<file path="config.mk">
export PLATFORM = sky130hd
export DESIGN_NAME = gray_counter
export DESIGN_NICKNAME = d
export VERILOG_FILES = /design/src/rtl/gray_counter.sv
export SDC_FILE = /design/constraint.sdc
export NUM_CORES = 1
export LEC_CHECK = 0
export ABC_AREA = 1
export CORE_UTILIZATION = 40
export CTS_BUF_LIST = sky130_fd_sc_hd__clkbuf_8
export CTS_CLUSTER_SIZE = 20
export DETAILED_ROUTE_END_ITERATION = 12
export PLACE_DENSITY = 0.68
export SYNTH_ARGS = -nofsm -noshare
export SYNTH_HDL_FRONTEND = slang
export SYNTH_SLANG_ARGS = --single-unit
</file>
<file path="constraint.sdc">
create_clock -name clk -period 4.65 [get_ports clk]
set_input_delay 0.93 -clock clk [delete_from_list [all_inputs] [get_ports clk]]
set_output_delay 0.93 -clock clk [all_outputs]
set_load 0.03 [all_outputs]
</file>
<file path="src/rtl/gray_counter.sv">
// rtl/gray_counter.sv - up/down Gray-code counter with parallel binary load and wrap pulse
module gray_counter #(
    parameter int W = 32
) (
    input  logic         clk,
    input  logic         rst,
    input  logic         en,
    input  logic         up,
    input  logic         load,
    input  logic [W-1:0] d,
    output logic [W-1:0] q,
    output logic         wrap,
    output logic         zero
);

    localparam logic [W-1:0] STEP = {{(W-1){1'b0}}, 1'b1};

    logic [W-1:0] b_q, b_d;
    logic [W-1:0] q_q, q_d;
    logic         wrap_q, wrap_d;
    logic         zero_q, zero_d;

    always_comb begin
        b_d    = b_q;
        wrap_d = 1'b0;
        if (load) begin
            b_d = d;
        end else if (en) begin
            if (up) begin
                b_d    = b_q + STEP;
                wrap_d = &b_q;
            end else begin
                b_d    = b_q - STEP;
                wrap_d = ~|b_q;
            end
        end
        // Outputs are derived from the next count so they land in the same edge as b.
        q_d    = b_d ^ (b_d >> 1);
        zero_d = (b_d == '0);
    end

    always_ff @(posedge clk) begin
        if (rst) begin
            b_q    <= '0;
            q_q    <= '0;
            wrap_q <= 1'b0;
            zero_q <= 1'b1;
        end else begin
            b_q    <= b_d;
            q_q    <= q_d;
            wrap_q <= wrap_d;
            zero_q <= zero_d;
        end
    end

    assign q    = q_q;
    assign wrap = wrap_q;
    assign zero = zero_q;

endmodule

</file>
## After elaboration in Yosys (flattened, before gate mapping)

Index checks and enable logic that the tools add are counted.

| word-level totals | value |
|---|---|
| register bits | 66 |
| word-level logic and storage cells | 17 |

| cells by class | value |
|---|---|
| add/subtract/negate cells | 2 |
| multiplexer cells | 4 |
| bitwise logic cells | 2 |
| reductions and logical operators | 5 |

Operators by type and width:

| cell | count |
|---|---|
| 32-bit two-way mux | 3 |
| 32-bit by 1-bit adder with 32-bit output, second input constant | 1 |
| 32-bit logical NOT | 1 |
| 32-bit AND reduction | 1 |
| 32-bit OR reduction | 1 |
| 32-bit by 1-bit subtractor with 32-bit output, second input constant | 1 |
| 32-bit by 31-bit bitwise XOR with 32-bit output | 1 |
| 3-bit OR reduction | 1 |
| 1-bit logical NOT | 1 |
| 1-bit two-way mux | 1 |
| 1-bit inverter | 1 |

## Logic depth before layout (Yosys ltp)

| logic depth | value |
|---|---|
| word-level depth | 5 |
| depth in mapped cells | 18 |

## Worst setup path after synthesis

OpenSTA, ideal clock, no wires.

| timing path | value |
|---|---|
| path type | in2reg |
| start | input port up |
| end | register zero_q, in the netlist zero |
| data arrival time | 3.396 ns |
| path slack | 1.153 ns |
| stages | 16 |
| buffers on the path | 0 |
| cell sequence | inv_1 ha_1 nand2_2 inv_2 a21oi_1 o21bai_1 a21oi_1 inv_1 nand2_1 nand2_1 nand2_1 nand3_1 a21boi_1 ha_1 nand4_1 o41ai_1 |

| on the way | value |
|---|---|
| cells in the longest elaborated chain, start to end | 4 |

RTL lines:

| item | line | source |
|---|---|---|
| start, declared | 8 | `input logic up,` |
| 32-bit two-way mux | 29 | `if (up) begin` |
| 32-bit two-way mux | 28 | `end else if (en) begin` |
| 32-bit two-way mux | 26 | `if (load) begin` |
| 32-bit logical NOT | 39 | `zero_d = (b_d == '0);` |
| end signal, assigned | 52 | `zero_q <= zero_d;` |
| end, declared | 21 | `logic zero_q, zero_d;` |

Every way passes these cells.
A chain may end at the register's enable or synchronous reset.

## Worst setup path after layout

Same ends and word-level chain as after synthesis.

==> metrics.txt <==
# TYPE chip_impl_metric gauge
chip_impl_metric{name="timing.critical_path.slowest_cell_delay",unit="ps"} 600
chip_impl_metric{name="cap_viol_max_count",unit=""} 0
chip_impl_metric{name="layout_min_cycle_time",unit="ps"} 4010
chip_impl_metric{name="avgSynthCellArea",unit="um2"} 6.01
chip_impl_metric{name="synth-adder-area-share",unit="%"} 10.7
chip_impl_metric{name="grt_start_max_net_pins",unit=""} 59
chip_impl_info{name="synthTopCellsByArea",value="sky130_fd_sc_hd__dfxtp_1, sky130_fd_sc_hd__nand2_1, sky130_fd_sc_hd__inv_1"} 1
chip_impl_metric{name="io-pin-count",unit=""} 71
chip_impl_info{name="combinational_family_with_the_most_area_after_synthesis",value="simple AND/OR/NAND/NOR gates"} 1
chip_impl_metric{name="dr_total_vias",unit=""} 5566
chip_impl_info{name="critical_path.cell_chain",value="clkdlybuf4s50_1, inv_1, buf_4, ha_1, nand2_1, nand2_1, a21oi_1, nand2_1, a21oi_1, nand2_1, nand2_1, nand3_1, nand2_1, nand2_2, inv_1, ha_1, nand4_1, o41ai_1"} 1
chip_impl_info{name="status",value="finished clean"} 1
chip_impl_metric{name="post_synth_mux_area_share",unit="%"} 0
chip_impl_metric{name="post-cts-setup-buffer-count",unit=""} 0
chip_impl_metric{name="first_pass_iters",unit=""} 5
chip_impl_metric{name="irDropWorstVdd",unit="mV"} 0.224
chip_impl_info{name="critical_path_class",value="input port to flip-flop"} 1
chip_impl_metric{name="slew_headroom",unit="%"} 34.2
chip_impl_metric{name="dp.final_hpwl",unit="um"} 12400
chip_impl_metric{name="synthDistinctLibCells",unit=""} 37
chip_impl_metric{name="netlist_instances",unit=""} 922
chip_impl_metric{name="cts_inserted_buffers",unit=""} 9
chip_impl_info{name="worst_hold_path_type",value="flip-flop to flip-flop"} 1
chip_impl_metric{name="placementRows",unit=""} 42
chip_impl_info{name="critPathMostFrequentCell",value="sky130_fd_sc_hd__nand2_1"} 1
chip_impl_info{name="cp-end-kind",value="flip-flop"} 1
chip_impl_metric{name="final_layout_size_suffix_gt1_share",unit="%"} 8.66
chip_impl_metric{name="post_synth_xor_area_fraction",unit="%"} 2.21
chip_impl_metric{name="filler_cell_count_in_the_final_layout",unit=""} 1417
chip_impl_info{name="cts_tree",value="built"} 1
chip_impl_metric{name="port_buffers",unit=""} 70
chip_impl_metric{name="die-width",unit="um"} 120
chip_impl_metric{name="grt.overflow.total",unit=""} 0
chip_impl_metric{name="layout_worst_path_cycle_share",unit="%"} 86.2
chip_impl_metric{name="cts_buffer_depth",unit=""} 2
chip_impl_info{name="worstReg2RegEnd",value="zero"} 1
chip_impl_metric{name="n_antenna_cell",unit=""} 0
chip_impl_metric{name="grtUsageTotal",unit="%"} 22.1
chip_impl_metric{name="yosys.area_share.simple",unit="%"} 39.8
chip_impl_metric{name="cts_max_level",unit=""} 3
chip_impl_metric{name="cts.repair.resized",unit=""} 0
chip_impl_metric{name="dieArea",unit="um2"} 14300
chip_impl_info{name="rsz_0062_raised_after_global_routing",value="false"} 1
chip_impl_metric{name="r2r_slack",unit="ps"} 1620
chip_impl_metric{name="floorplan.initialDensity",unit="%"} 41.3
chip_impl_info{name="crit_end",value="zero"} 1
chip_impl_metric{name="timing.reg2reg.worst_path_depth",unit=""} 15
chip_impl_metric{name="postCtsHoldBufs",unit=""} 0
chip_impl_info{name="worst_setup_path_start_kind",value="input port"} 1
chip_impl_metric{name="antenna_left",unit=""} 0
chip_impl_metric{name="fin_skew",unit="ps"} 10.7
chip_impl_metric{name="first_iter_violations",unit=""} 334
chip_impl_metric{name="grt_pass1_wl",unit="um"} 24900
chip_impl_info{name="worst_path_slowest_cell",value="sky130_fd_sc_hd__clkdlybuf4s50_1"} 1
chip_impl_metric{name="drv_slew",unit=""} 0
chip_impl_info{name="clock-root-buffer",value="sky130_fd_sc_hd__clkbuf_8"} 1
chip_impl_metric{name="chipHeight",unit="um"} 120
chip_impl_metric{name="wire_per_inst",unit="um"} 13.2
chip_impl_metric{name="synth-edff-count",unit=""} 0
chip_impl_metric{name="worst-endpoint-arrival",unit="ps"} 4240
chip_impl_metric{name="syn2layout_area_growth",unit="%"} 18.5
chip_impl_metric{name="totalNegativeSetupSlack",unit="ps"} 0
chip_impl_metric{name="cts.sink_count",unit=""} 65
chip_impl_metric{name="netlist_area",unit="um2"} 5540
chip_impl_info{name="timing.rr.start",value="b_q[0]"} 1
chip_impl_metric{name="final_cell_count_no_fill",unit=""} 1169
chip_impl_metric{name="worstPathRequired",unit="ps"} 4880
chip_impl_info{name="synth_top_area_cell",value="sky130_fd_sc_hd__dfxtp_1"} 1
chip_impl_metric{name="routed_wirelength",unit="um"} 15400
chip_impl_metric{name="number_of_global_route_vias_before_repair",unit=""} 5045
chip_impl_metric{name="yosys_register_bits",unit=""} 65
chip_impl_metric{name="yosys_warnings",unit=""} 0
chip_impl_metric{name="vias_per_instance",unit=""} 4.76
chip_impl_metric{name="worst-slew-pin-transition",unit="ps"} 987
chip_impl_metric{name="finalSetupViolCount",unit=""} 0
chip_impl_metric{name="synth_top_area_share",unit="%"} 23.5
chip_impl_metric{name="clk_pin_slew_worst_paths",unit="ps"} 70
chip_impl_metric{name="placer_congestion_estimate",unit=""} 0.919
chip_impl_metric{name="core_region_area",unit="um2"} 13400
chip_impl_metric{name="nets",unit=""} 1072
chip_impl_metric{name="static-leakage-power",unit="nW"} 3.56
chip_impl_metric{name="synth_seq_area_share",unit="%"} 23.5
chip_impl_metric{name="drt_drc_violations_left",unit=""} 0
chip_impl_info{name="top_ff_cell_synth",value="sky130_fd_sc_hd__dfxtp_1"} 1
chip_impl_metric{name="dp_cells",unit=""} 1153
chip_impl_info{name="timing.critical_path.from",value="up"} 1
chip_impl_metric{name="power.density",unit="nW/um2"} 297
chip_impl_metric{name="synth_compound_area_share",unit="%"} 8.74
chip_impl_metric{name="timing_limited_maximum_frequency",unit="MHz"} 249
chip_impl_metric{name="timing.final.hold_violations",unit=""} 0
chip_impl_metric{name="clock_latency",unit="ps"} 340
chip_impl_metric{name="postSynth.asyncResetShare",unit="%"} 0
chip_impl_metric{name="worstPathMaxFanout",unit=""} 19
chip_impl_metric{name="syn_nets",unit=""} 1006
chip_impl_metric{name="antenna_violations_before_repair",unit=""} 0
[metrics by stage]
stage	instance area [um2]	setup slack, ps	hold slack [ps]	total power [mW]	util (%)
floorplan	5540	1150	559	1.18	-
global placement	6330	394	685	1.41	47.3
detailed placement	6330	299	661	1.41	47.3
CTS	6560	634	671	1.96	49.0
global route	6560	346	724	2.08	49.0
finish	6560	642	672	1.95	49.0
[cell type report]
cell class	instances	area, um2	area share, %
Clock buffer	10	138	2.10
Timing Repair Buffer	74	721	11.0
Inverter	182	683	10.4
Tap cell	176	220	3.36
Clock inverter	6	90.1	1.37
Sequential cell	65	1300	19.8
Multi-Input combinational cell	656	3410	52.0
[Yosys cell counts (4+ instances only)]
cell and count:
sky130_fd_sc_hd__a21oi_1 53, sky130_fd_sc_hd__a21oi_2 5, sky130_fd_sc_hd__clkbuf_1 8, sky130_fd_sc_hd__clkbuf_8 6, sky130_fd_sc_hd__dfxtp_1 65, sky130_fd_sc_hd__ha_1 46
sky130_fd_sc_hd__inv_1 170, sky130_fd_sc_hd__inv_2 11, sky130_fd_sc_hd__nand2_1 285, sky130_fd_sc_hd__nand2_2 24, sky130_fd_sc_hd__nand3_1 48, sky130_fd_sc_hd__nand3_2 7
sky130_fd_sc_hd__nand4_1 21, sky130_fd_sc_hd__nor2_1 97, sky130_fd_sc_hd__nor2_2 14, sky130_fd_sc_hd__nor3_1 4, sky130_fd_sc_hd__nor4_1 4, sky130_fd_sc_hd__o21ai_0 9
sky130_fd_sc_hd__o21ai_1 9, sky130_fd_sc_hd__xnor2_1 6, sky130_fd_sc_hd__xor2_1 8
[report_power, final]
part           total [mW]  internal [mW]  switching, mW
sequential          0.652          0.615         0.0373
combinational       0.753          0.277          0.476
clock               0.545          0.318          0.227
total                1.95           1.21          0.740
[cells by family (layout without fill, tap and decap cells)]
logic type      count (synthesis)  after routing
flops                          65             65
simple gates                  508            508
xor+xnor                       14             14
buf+inv                       201            272
compound gates                 87             87
fa+ha+maj                      47             47
[routing by layer]
layer  share of wire, %  GRT usage [%]  vias up  wire, um
li1                   -              -     2977         -
met3                5.5           2.76       16       839
met4                1.4           5.63        0       209
met5                  0              0        -         0
met2                 42           34.0      151      6520
met1                 51           32.2     2422      7820
[worst max-delay path: cells and delay by family]
kind                       cells  cell delay [ps]
buffers and inverters          4             1020
and+or+nand+nor                9              880
AOI/OAI and AO/OA              3              800
adders and majority gates      2              600
[layout by cell type (no fill, tap or decap), types with 2 or more instances in the layout]
cell type,Yosys,final
sky130_fd_sc_hd__o21ai_1,9,9
sky130_fd_sc_hd__o21ai_0,9,9
sky130_fd_sc_hd__xnor2_1,6,6
sky130_fd_sc_hd__a21oi_2,5,5
sky130_fd_sc_hd__a22oi_1,2,2
sky130_fd_sc_hd__o21bai_1,3,3
sky130_fd_sc_hd__ha_1,46,46
sky130_fd_sc_hd__nor2_1,97,97
sky130_fd_sc_hd__a21oi_1,53,53
sky130_fd_sc_hd__clkdlybuf4s50_1,0,68
sky130_fd_sc_hd__xor2_1,8,8
sky130_fd_sc_hd__o211ai_1,2,2
sky130_fd_sc_hd__inv_2,11,11
sky130_fd_sc_hd__dfxtp_1,65,65
sky130_fd_sc_hd__bufinv_16,0,2
sky130_fd_sc_hd__nand4_1,21,21
sky130_fd_sc_hd__nand3_1,48,48
sky130_fd_sc_hd__buf_2,3,2
sky130_fd_sc_hd__nand2_2,24,24
sky130_fd_sc_hd__clkbuf_8,6,10
sky130_fd_sc_hd__nor2_2,14,14
sky130_fd_sc_hd__buf_4,1,4
sky130_fd_sc_hd__inv_1,170,170
sky130_fd_sc_hd__nor3_1,4,4
sky130_fd_sc_hd__nand2_1,285,285
sky130_fd_sc_hd__nor4_1,4,4
sky130_fd_sc_hd__nand3_2,7,7
[how the worst min path moves through the flow]
stage	start	slack, ps	cells past startpoint	end
after global routing	b_q[15]	720	4	wrap
after global placement	b_q[1]	690	4	wrap
final	b_q[15]	670	4	wrap
after CTS	b_q[15]	670	4	wrap
after detailed placement	b_q[15]	660	4	wrap
after floorplan	b_q[11]	560	4	wrap
[flip-flops by register name (all words and copies together) (netlist names)]
name and flops:
q 31, wrap 1, zero 1, b_q 32
(Power assumes the default switching activity.)
